`src/rtl/pkt_addr_dec.sv`:
```
// Ingress packet address decoder: matches frame headers against four port
// addresses and streams matching frames into the per-port FIFOs.
// Optional feature macro: ADDR_DEC_BCAST_EN (0xFF header broadcasts to all ports).
module pkt_addr_dec #(
   parameter int unsigned DATA_W    = 8,
   parameter int unsigned FIFO_SIZE = 64,
   localparam int unsigned CW       = $clog2(FIFO_SIZE) + 1
) (
   input  logic                clk,
   input  logic                rst,
   input  logic                sw_enable,
   input  logic [DATA_W-1:0]   data_in,
   input  logic                valid_in,
   output logic                ready_out,
   input  logic [4*DATA_W-1:0] port_addr,
   input  logic [4*CW-1:0]     fifo_index,
   output logic                fifo_en,
   output logic [3:0]          wr_en,
   output logic [DATA_W-1:0]   data_out,
   output logic [15:0]         drop_cnt,
   output logic                busy
);

   localparam int unsigned NPORT = 4;
   localparam int unsigned RW    = CW + 1;
   localparam int unsigned DCW   = 16;

   typedef enum logic [2:0] {
      IDLE     = 3'd0,
      LEN      = 3'd1,
      PAYLOAD  = 3'd2,
      DROP_LEN = 3'd3,
      DROP     = 3'd4
   } state_t;

   state_t              state, state_nxt;
   logic [NPORT-1:0]    mask, mask_nxt;
   logic [NPORT-1:0]    hdr_mask;
   logic [NPORT-1:0]    room;
   logic [NPORT-1:0]    wr_nxt;
   logic [DATA_W-1:0]   cnt, cnt_nxt;
   logic [DCW-1:0]      drop_nxt;
   logic                accept;

   // Room per port: occupancy plus the write still in flight must stay below depth
   always_comb begin
      room = '0;
      for (int k = 0; k < NPORT; k++) begin
         room[k] = (RW'(fifo_index[k*CW +: CW]) + RW'(wr_en[k])) < RW'(FIFO_SIZE);
      end
   end

   // Header match; duplicate addresses give a multi-hot mask
   always_comb begin
      hdr_mask = '0;
      for (int k = 0; k < NPORT; k++) begin
         hdr_mask[k] = (data_in == port_addr[k*DATA_W +: DATA_W]);
      end
`ifdef ADDR_DEC_BCAST_EN
      if (data_in == '1) begin
         hdr_mask = '1;
      end
`endif
   end

   always_comb begin
      state_nxt = state;
      mask_nxt  = mask;
      cnt_nxt   = cnt;
      wr_nxt    = '0;
      drop_nxt  = drop_cnt;
      ready_out = 1'b0;
      accept    = 1'b0;

      unique case (state)
         IDLE:               ready_out = sw_enable && (&room);
         LEN, PAYLOAD:       ready_out = sw_enable && (&(room | ~mask));
         DROP_LEN, DROP:     ready_out = sw_enable;
         default:            ready_out = 1'b0;
      endcase
      if (rst) begin
         ready_out = 1'b0;
      end
      accept = valid_in && ready_out;

      if (accept) begin
         unique case (state)
            IDLE: begin
               mask_nxt = hdr_mask;
               if (hdr_mask != '0) begin
                  wr_nxt    = hdr_mask;
                  state_nxt = LEN;
               end else begin
                  state_nxt = DROP_LEN;
                  if (drop_cnt != '1) begin
                     drop_nxt = drop_cnt + DCW'(1);
                  end
               end
            end
            LEN: begin
               wr_nxt    = mask;
               cnt_nxt   = data_in;
               state_nxt = (data_in == '0) ? IDLE : PAYLOAD;
            end
            PAYLOAD: begin
               wr_nxt  = mask;
               cnt_nxt = cnt - DATA_W'(1);
               if (cnt == DATA_W'(1)) begin
                  state_nxt = IDLE;
               end
            end
            DROP_LEN: begin
               cnt_nxt   = data_in;
               state_nxt = (data_in == '0) ? IDLE : DROP;
            end
            DROP: begin
               cnt_nxt = cnt - DATA_W'(1);
               if (cnt == DATA_W'(1)) begin
                  state_nxt = IDLE;
               end
            end
            default: state_nxt = IDLE;
         endcase
      end
   end

   always_ff @(posedge clk) begin
      if (rst) begin
         state    <= IDLE;
         mask     <= '0;
         cnt      <= '0;
         wr_en    <= '0;
         fifo_en  <= 1'b0;
         data_out <= '0;
         drop_cnt <= '0;
         busy     <= 1'b0;
      end else begin
         state    <= state_nxt;
         mask     <= mask_nxt;
         cnt      <= cnt_nxt;
         wr_en    <= wr_nxt;
         fifo_en  <= sw_enable;
         drop_cnt <= drop_nxt;
         busy     <= (state_nxt != IDLE);
         if (accept) begin
            data_out <= data_in;
         end
      end
   end

endmodule

```
`config.mk`:
```
export PLATFORM = sky130hd
export DESIGN_NAME = pkt_addr_dec
export DESIGN_NICKNAME = d
export VERILOG_FILES = /design/src/rtl/pkt_addr_dec.sv
export SDC_FILE = /design/constraint.sdc
export NUM_CORES = 1
export LEC_CHECK = 0
export BUFFER_PORTS_ARGS = -buffer_cell sky130_fd_sc_hd__buf_2
export CAP_MARGIN = 20
export CORE_UTILIZATION = 50
export DETAILED_ROUTE_END_ITERATION = 10
export PLACE_DENSITY = 0.81
export RECOVER_POWER = 25
export SLEW_MARGIN = 5
export SYNTH_ARGS = -nofsm -noshare
export SYNTH_HDL_FRONTEND = slang
export SYNTH_SLANG_ARGS = --single-unit
```
`constraint.sdc`:
```
create_clock -name clk -period 2.3 [get_ports clk]
set_input_delay 0.23 -clock clk [delete_from_list [all_inputs] [get_ports clk]]
set_output_delay 0.23 -clock clk [all_outputs]
set_load 0.05 [all_outputs]
```
# ---- Word level (Yosys, flattened, before mapping)
# Cells that the tools add are included.
dict set report op_classes {
  add_sub_neg 6
  n_mul 0
  div_mod_pow 0
  order_cmp 4
  eq_ne 10
  n_shift 0
  n_mux 11
  bitwise 4
  reduce_logical 18
}
# op n
set op_table {}
lappend op_table {{$add 7x1->8} 4}
lappend op_table {{$eq 8x8->1} 4}
lappend op_table {{$lt 8x7->1 const B} 4}
lappend op_table {{$add 16x1->16 const B} 1}
lappend op_table {{$ne 16x16->1 const B} 1}
lappend op_table {{$pmux 8 s2} 1}
lappend op_table {{$pmux 3 s4} 1}
lappend op_table {{$reduce_and 4->1} 3}
lappend op_table {{$reduce_or 2->1} 5}
lappend op_table {{$mux 3} 3}
lappend op_table {{$eq 8x1->1 const B} 1}
lappend op_table {{$logic_not 8->1} 1}
lappend op_table {{$pmux 4 s2} 1}
lappend op_table {{$sub 8x1->8 const B} 1}
lappend op_table {{$eq 3x2->1 const B} 2}
lappend op_table {{$mux 2} 2}
lappend op_table {{$mux 4} 1}
lappend op_table {{$not 4->4} 1}
lappend op_table {{$or 4x4->4} 1}
lappend op_table {{$reduce_and 2->1} 2}
lappend op_table {{$reduce_bool 4->1} 1}
lappend op_table {{$eq 3x1->1 const B} 1}
lappend op_table {{$eq 3x3->1 const B} 1}
lappend op_table {{$logic_and 1x1->1} 3}
lappend op_table {{other kinds (6)} 7}
dict set report totals {
  ff_bits 45
  latchBits 0
  ram_bits 0
  rom_bits 0
  out_inout_bits 31
  wordCells 61
  mem_count 0
}

# ---- Depth between registers and ports, before layout
# Gate-level depths: netlist of the first run.
dict set report depth {
  depth_word 10
  mapped_depth 9
  mapped_depth_nobuf 7
}

# ---- Least setup slack after synthesis of the first run
# OpenSTA, ideal clock, no wires.
dict set report synth_timing {
  path_kind {flip-flop to flip-flop}
  start {register wr_en[3]}
  end {register mask[0]}
  setup_ps 121
  arrival_time_ps 2218
  required_time_ps 2179
  path_slack_ps -39
  path_stages_with_launch 8
  n_path_buf 0
  period_less_slack_ps 2339
  cell_sequence {dfxtp_1 and4_2 a41oi_1 o22ai_1 o21ai_4 and2_2 nand3_1 mux2_2}
}
dict set report synth_between {
  elab_chain_len 9
  elab_cells_between_ends 11
  classes_between {1 x add/sub; 1 x order compare; 2 x mux; 1 x bitwise; 6 x reduce/logical}
}
# element line_no
set synth_lines {}
lappend synth_lines {{start: declaration} 18} ;# output logic [3:0] wr_en,
lappend synth_lines {{start signal: assignment} 141} ;# wr_en <= wr_nxt;
lappend synth_lines {{$add 7x1->8 (*)} 49} ;# room[k] = (RW'(fifo_index[k*CW +: CW]) + RW'(wr_en[k])) < RW'(FIFO_SIZE);
lappend synth_lines {{$lt 8x7->1 (*)} 49}
lappend synth_lines {{$or 4x4->4} 77} ;# LEN, PAYLOAD: ready_out = sw_enable && (&(room | ~mask));
lappend synth_lines {{$reduce_and 4->1} 77}
lappend synth_lines {{$logic_and 1x1->1} 77}
lappend synth_lines {{$pmux 1 s3 (*)} 75} ;# unique case (state)
lappend synth_lines {{$mux 1 (*)} 81} ;# if (rst) begin
lappend synth_lines {{via ready_out} 14} ;# output logic ready_out,
lappend synth_lines {{$logic_and 1x1->1 (*)} 84} ;# accept = valid_in && ready_out;
lappend synth_lines {{$reduce_and 2->1 (no line) (*)} n/a}
lappend synth_lines {{end signal: assignment} 139} ;# mask <= mask_nxt;
lappend synth_lines {{end: declaration} 37} ;# logic [NPORT-1:0] mask, mask_nxt;
# The timed path passes the listed nets; every way through them passes the cells marked *.
# A chain may end at the register's enable or synchronous reset.

# ---- Worst setup path in the final report of the first run
dict set report layout_timing {
  start {register wr_en[2]}
  end {output ready_out}
}
dict set report layout_between {
  elab_chain_len 7
  elab_cells_between_ends 9
  classes_between {1 x add/sub; 1 x order compare; 2 x mux; 1 x bitwise; 4 x reduce/logical}
}
# element line_no
set layout_lines {}
lappend layout_lines {{$add 7x1->8 (*)} 49}
lappend layout_lines {{$lt 8x7->1 (*)} 49}
lappend layout_lines {{$or 4x4->4} 77}
lappend layout_lines {{$reduce_and 4->1} 77}
lappend layout_lines {{$logic_and 1x1->1} 77}
lappend layout_lines {{$pmux 1 s3 (*)} 75}
lappend layout_lines {{$mux 1 (*)} 81}
lappend layout_lines {{end: declaration} 14}
# Every way passes the cells marked *; elsewhere a longest branch is shown, timed or not.

==> flow_summary.json, run 1 <==
{
  "cts_htree_levels": 2,
  "crit_family": "compound AO/OA/AOI/OAI gates",
  "die_h_um": 76.62,
  "maxCapViolCount": 0,
  "drt_iter0_drc": 161,
  "combPwrFrac_pct": 13.9,
  "finalSetupViolCount": 0,
  "clk_pin_slew_ns": 0.09,
  "power_switching_uw": 384.4,
  "num_rows": 26,
  "slowest_stage": "dfxtp_1",
  "ys_async_sr_fraction_pct": 0,
  "grtUsageTotal_pct": 25.25,
  "reg2reg_depth": 9,
  "r2r_setup_slack_ns": 0.17,
  "num_vias": 2729,
  "syn_nets": 394,
  "dr.pass1.iters": 4,
  "status": "finished clean",
  "initial_utilization_pct": 53.15,
  "min_path_cells": 2,
  "hpwl_um": 5368,
  "crit_chain": "and4_1 -> a41oi_1 -> o22ai_1 -> o21ai_4 -> and2_4 -> clkbuf_4",
  "power_density_nw_per_um2": 442.3,
  "syn2layout_area_growth_pct": 22.20,
  "worstMarginPinSlew_ns": 0.6263,
  "avgSynthCellArea_um2": 8.727,
  "min_period_over_period_pct": 94.05,
  "grt_pass1_vias": 2701,
  "yosysTopAreaCell": "dfxtp_1",
  "drcViolationCount": 0,
  "use_met1_pct": 29.56,
  "io_buffers": 102,
  "drive_above_1_share_pct": 31.59,
  "vdd_ir_drop_max_mv": 0.3424,
  "cts_tree": "done",
  "top_usage_layer": "met2",
  "seq_area_um2": 904.6,
  "clock_latency_ns": 0.30,
  "critPathArrivalTime_ns": 1.93,
  "slowest_delay_ns": 0.31,
  "overflow": 0,
  "cts_buffers": 5,
  "p_sw_share_pct": 25.55,
  "synth_top_area_share_pct": 32.36,
  "fillers": 468,
  "cp-end-kind": "output port",
  "synth_ff_type": "dfxtp_1",
  "finish.instance_area_um2": 3402,
  "hp-start": "rst",
  "skew_ns": 0.006256,
  "multi_input_area_um2": 1707,
  "dpl_cell_area_um2": 3289,
  "relSlewSlack_pct": 58.42,
  "synth_area_leaders": "dfxtp_1 32%, xnor2_1 10%, mux2i_1 4.0%",
  "slew_violations": 0,
  "die_area_um2": 5870,
  "postRouteAntennaNets": 0,
  "internal-power_mw": 1.120,
  "reg2reg_from": "state[1]",
  "critical_path_buf_inv_count": 1,
  "grt_use_met2_pct": 43.87,
  "synth_most_common_cell": "dfxtp_1",
  "synth_commonest_cells": "45 x dfxtp_1, 33 x xnor2_1, 25 x nor2_1",
  "fmax_mhz": 462.3,
  "n_antenna_cell": 0,
  "antenna_found_initial": 0,
  "grt_start_max_net_pins": 43,
  "setup-tns-final_ns": 0,
  "final_hold_viol_count": 0,
  "layout.nets": 496,
  "synth_area_um2": 2784,
  "routabilityCongestion": 0.8406,
  "root_buffer": "clkbuf_8",
  "ys_ff_latch": 45,
  "yosys_warnings": 0,
  "coreArea_um2": 5238,
  "p_clk_share_pct": 34.1,
  "die_w_um": 76.62,
  "rr_endpoint": "drop_cnt[8]",
  "seqPwrFrac_pct": 52.0,
  "cts.sinks": 45,
  "rsz0062_at_grt": "no",
  "worstPathMaxFanout": 6,
  "cp-start-kind": "flop",
  "ios": 103,
  "required_ns": 2.07,
  "wl_per_cell_um": 14.51,
  "viasPerCell": 5.558,
  "ys_types": 58,
  "synth_edf_count": 0,
  "worst-setup-path-type": "flop to output port",
  "fin_crit_ns": 2.163,
  "ys_seq_area_share_pct": 32.36,
  "hold_path_class": "input pin to flop",
  "grt_pass1_wl_um": 12030,
  "synth_cells": 319,
  "p_leak_nw": 1.398,
  "routed_wl_um": 7124,
  "clock_path_buffers": 2,
  "hold_end": "fifo_en",
  "grt_use_met3_pct": 6.108
}
[worst reg2reg max path, delay by kind of cell (launching register included)]
| kind | cells | cell delay, ns |
|---|---|---|
| buffers and inverters | 2 | 0.38 |
| muxes | 1 | 0.35 |
| and+or+nand+nor | 4 | 0.53 |
| DFF | 1 | 0.35 |
| AOI/OAI and AO/OA | 2 | 0.42 |
[sequential cells by signal, summed over array words and instances, names as in the netlist]
signal / count
mask: 4
busy: 1
state: 3
cnt: 8
data_out: 8
drop_cnt: 16
wr_en: 4
fifo_en: 1
[how the worst max path moves through the flow]
stage              from  slack, ns  depth (start not counted)          end
6_report       wr_en[2]       0.14                          6    ready_out
5_1_grt        wr_en[2]       0.02                          6    ready_out
4_1_cts        state[0]       0.05                          8  drop_cnt[8]
3_5_place_dp   state[0]       0.08                          8  drop_cnt[8]
3_3_place_gp   state[1]       0.18                          8  drop_cnt[8]
2_1_floorplan  wr_en[0]       0.09                          7      mask[0]
[per-layer routing]
metal / routed length, µm / part of all wire [%]
met2: 3618 / 51
met1: 3035 / 43
met5: 0 / 0
met3: 354 / 5.0
met4: 116 / 1.6
[cell families (layout without fill, tap and decap cells)]
logic type	after synthesis	in the layout	synth area share, %
AO/OA/AOI/OAI	66	66	15.42
XOR/XNOR	37	37	11.91
adder cells (fa/ha/maj)	3	3	1.348
buffers and inverters	27	129	6.786
flip-flops	45	45	32.36
multiplexers	17	17	6.382
AND/OR/NAND/NOR	124	124	25.80
[cells in the final DEF (no fill, tap or decap), drive strengths merged, types with 6 or more instances in the layout]
cell and instances:
or3 11, nor3 12, a21oi 20, nand3 9, dfxtp 45, o21ai 21, nand2 25, inv 7
nor2b 7, mux2i 11, and4 6, mux2 6, nand4 13, xnor2 34, clkbuf 26, nor2 26
buf 95
[repair_timing]
action,4_1_cts,5_1_grt
buffers inserted,0,4
hold buffers,0,0
setup endpoints to repair,0,12
gates resized for setup,0,5
[power groups by stage]
stage	Combinational, mW	Sequential, mW	Clock [mW]
finish	0.210	0.782	0.513
floorplan	0.124	0.808	0
global placement	0.202	0.800	0
global route	0.226	0.783	0.556
detailed placement	0.208	0.801	0
CTS	0.209	0.782	0.518
[final cells by class]
type	instances	share of cell area [%]
Multi-Input combinational cell	247	50.17
Sequential cell	45	26.59
Timing Repair Buffer	115	17.25
Tap cell	70	2.574
Clock buffer	6	2.427
Inverter	7	0.7723
Clock inverter	1	0.2207
[per-stage QoR]
| stage | setup WS, ns | instances | utilization [%] | power, mW | hold WS, ns |
|---|---|---|---|---|---|
| 5_1_grt | 0.02385 | 491 | 64.95 | 1.565 | 0.1233 |
| 6_report | 0.1368 | 491 | 64.95 | 1.505 | 0.1364 |
| 3_3_place_gp | 0.1814 | 480 | 62.80 | 1.002 | 0.4605 |
| 3_5_place_dp | 0.08315 | 480 | 62.80 | 1.009 | 0.4637 |
| 4_1_cts | 0.05321 | 487 | 64.52 | 1.509 | 0.1369 |
| 2_1_floorplan | 0.09253 | 319 | - | 0.9319 | 0.3135 |
(Power assumes the default switching activity.)
==> inputs of run 2 (changes only) <==
--- a/config.mk
+++ b/config.mk
@@ -5,11 +5,12 @@
 export SDC_FILE = /design/constraint.sdc
 export NUM_CORES = 1
 export LEC_CHECK = 0
-export BUFFER_PORTS_ARGS = -buffer_cell sky130_fd_sc_hd__buf_2
 export CAP_MARGIN = 20
-export CORE_UTILIZATION = 50
+export CORE_ASPECT_RATIO = 0.9
+export CORE_UTILIZATION = 63
 export DETAILED_ROUTE_END_ITERATION = 10
-export PLACE_DENSITY = 0.81
+export DONT_BUFFER_PORTS = 1
+export PLACE_DENSITY = 0.79
 export RECOVER_POWER = 25
 export SLEW_MARGIN = 5
 export SYNTH_ARGS = -nofsm -noshare
==> run 2 against run 1 <==
  * Sequential power increased by 1%
  * Cell count is 17% lower
  * Global-route usage increased by 4.2 points
  * Clock power shrank 4.5%
  * First-iteration DRC count grew 67%
  * Sequential share of layout area rose by 3.2 points
  * Flip-flop and latch count stayed put
  * Utilization grew 7.9 points
  * Worst hold slack worse by 0.11 ns
  * Largest power group unchanged
  * Non-clock buffer count shrank 75
  * Count of clock-buffer cells in the layout is 1 higher
==> flow_summary.json, run 2 (synthesized netlist as in run 1, its figures left out) <==
{
  "status": "finished clean",
  "root_buffer": "clkbuf_8",
  "syn2layout_area_growth_pct": 8.809,
  "whs_ns": 0.02706,
  "maxCapViolCount": 0,
  "grt_pass1_vias": 2337,
  "worstPathMaxFanout": 10,
  "hpwl_um": 5019,
  "power_density_nw_per_um2": 462.2,
  "finish.instance_area_um2": 3029,
  "r2r_setup_slack_ns": 0.09,
  "io_buffers": 0,
  "cts.sinks": 45,
  "die_h_um": 65.07,
  "setup-tns-final_ns": 0,
  "critPathArrivalTime_ns": 2.46,
  "layout.nets": 421,
  "viasPerCell": 6.214,
  "min_period_over_period_pct": 96.29,
  "hp-start": "rst",
  "grtUsageTotal_pct": 29.41,
  "overflow": 0,
  "top_regs": "drop_cnt (16), cnt (8), data_out (8)",
  "initial_utilization_pct": 66.98,
  "top_register": "drop_cnt",
  "drive_above_1_share_pct": 16.14,
  "ios": 103,
  "vdd_ir_drop_max_mv": 0.3751,
  "num_rows": 22,
  "cp-end-kind": "flop",
  "fmax_mhz": 451.5,
  "wl_per_cell_um": 17.27,
  "hold_path_class": "input pin to flop",
  "finalSetupViolCount": 0,
  "coreArea_um2": 4156,
  "grt_start_max_net_pins": 31,
  "routabilityCongestion": 0.8858,
  "p_leak_nw": 1.092,
  "slew_violations": 0,
  "skew_ns": 0.004416,
  "clk_pin_slew_ns": 0.08,
  "clock_path_buffers": 2,
  "reg2reg_depth": 9,
  "final_common_cell": "dfxtp_1",
  "die_area_um2": 4689,
  "final_hold_viol_count": 0,
  "grt_pass1_wl_um": 10500,
  "required_ns": 2.54,
  "worstMarginPinSlew_ns": 0.7836,
  "cts_buffers": 5,
  "min_path_cells": 1,
  "dpl_cell_area_um2": 2947,
  "cp-start-kind": "flop",
  "rr_endpoint": "drop_cnt[7]",
  "antenna_found_initial": 0,
  "cts_htree_levels": 2,
  "layout_common_cells": "43 x dfxtp_1, 33 x xnor2_1, 25 x nor2_1",
  "power_mw": 1.400,
  "routed_wl_um": 7028,
  "cts_tree": "done",
  "dr.pass1.iters": 5,
  "clock_latency_ns": 0.31,
  "hold_end": "fifo_en",
  "worst-setup-path-type": "flop to flop",
  "drcViolationCount": 0,
  "relSlewSlack_pct": 47.76,
  "fin_crit_ns": 2.215,
  "num_vias": 2529,
  "drt_iter0_drc": 269,
  "largest_reg_flops": 16,
  "die_w_um": 72.07,
  "reg2reg_from": "state[1]",
  "postRouteAntennaNets": 0,
  "n_antenna_cell": 0
}
## run 2: cell count changes in the layout (fill, tap and decap cells not counted)
cell,before,now
clkbuf_1,19,20
nand3_2,1,2
dfxtp_2,3,2
clkbuf_8,6,5
buf_12,0,1
buf_4,13,21
nand3_4,1,0
a21oi_1,17,18
dfxtp_1,42,43
clkbuf_4,1,0
a21oi_2,3,2
buf_2,82,0
## run 2: final cells by class
type | count | area (µm²)
repair buffers | 40 | 245.2
clock buffers | 7 | 76.32
inverters | 7 | 26.28
multi-input cells | 247 | 1695
well taps | 60 | 75.07
flip-flops and latches | 45 | 903.4
clock inverters | 1 | 7.507
fillers | 339 | 1127
## run 2: how the worst max path moves through the flow
stage,startpoint,to,cells past startpoint
6_report,state[1],drop_cnt[7],9
3_3_place_gp,wr_en[3],drop_cnt[8],7
5_1_grt,state[1],drop_cnt[7],9
3_5_place_dp,state[1],drop_cnt[7],9
4_1_cts,state[1],drop_cnt[8],7
2_1_floorplan,wr_en[0],mask[0],7
## run 2: repair_timing
item,CTS,global route
gates resized for setup,0,1
hold endpoints to repair,30,0
hold buffers,1,0
setup endpoints to repair,0,12
buffers inserted,0,6
## run 2: per-stage QoR
| stage | std cells | utilization (%) | setup WS [ns] |
|---|---|---|---|
| 3_3_place_gp | 392 | 70.89 | 0.2111 |
| 3_5_place_dp | 392 | 70.89 | 0.1146 |
| 2_1_floorplan | 319 | - | 0.09253 |
| 6_report | 407 | 72.88 | 0.08539 |
| 4_1_cts | 401 | 73.39 | 0.1121 |
| 5_1_grt | 407 | 72.88 | -0.09254 |
## run 2: worst max-delay path, stage by stage, from the launching register on
cell and delay (ns):
dfxtp_2 0.38, buf_4 0.18, nor2_8 0.16, o21a_1 0.22, nand2_2 0.11, a21oi_1 0.18, buf_4 0.16, nand4_2 0.21
or3_1 0.40, a21oi_1 0.16
## run 2: power by group
| group | leakage (nW) | switching (mW) | internal (mW) | total [mW] |
|---|---|---|---|---|
| logic | 0.690 | 0.0533 | 0.0669 | 0.120 |
| registers | 0.364 | 0.00887 | 0.781 | 0.790 |
| clock network | 0.0385 | 0.275 | 0.215 | 0.490 |
## run 2: per-layer routing
layer	global-route usage [%]	part of all wire [%]	vias up
met4	9.804	1.4	0
met1	35.56	41	1196
met5	0	0	-
li1	-	-	1195
met2	50.23	49	123
met3	7.932	8.8	15
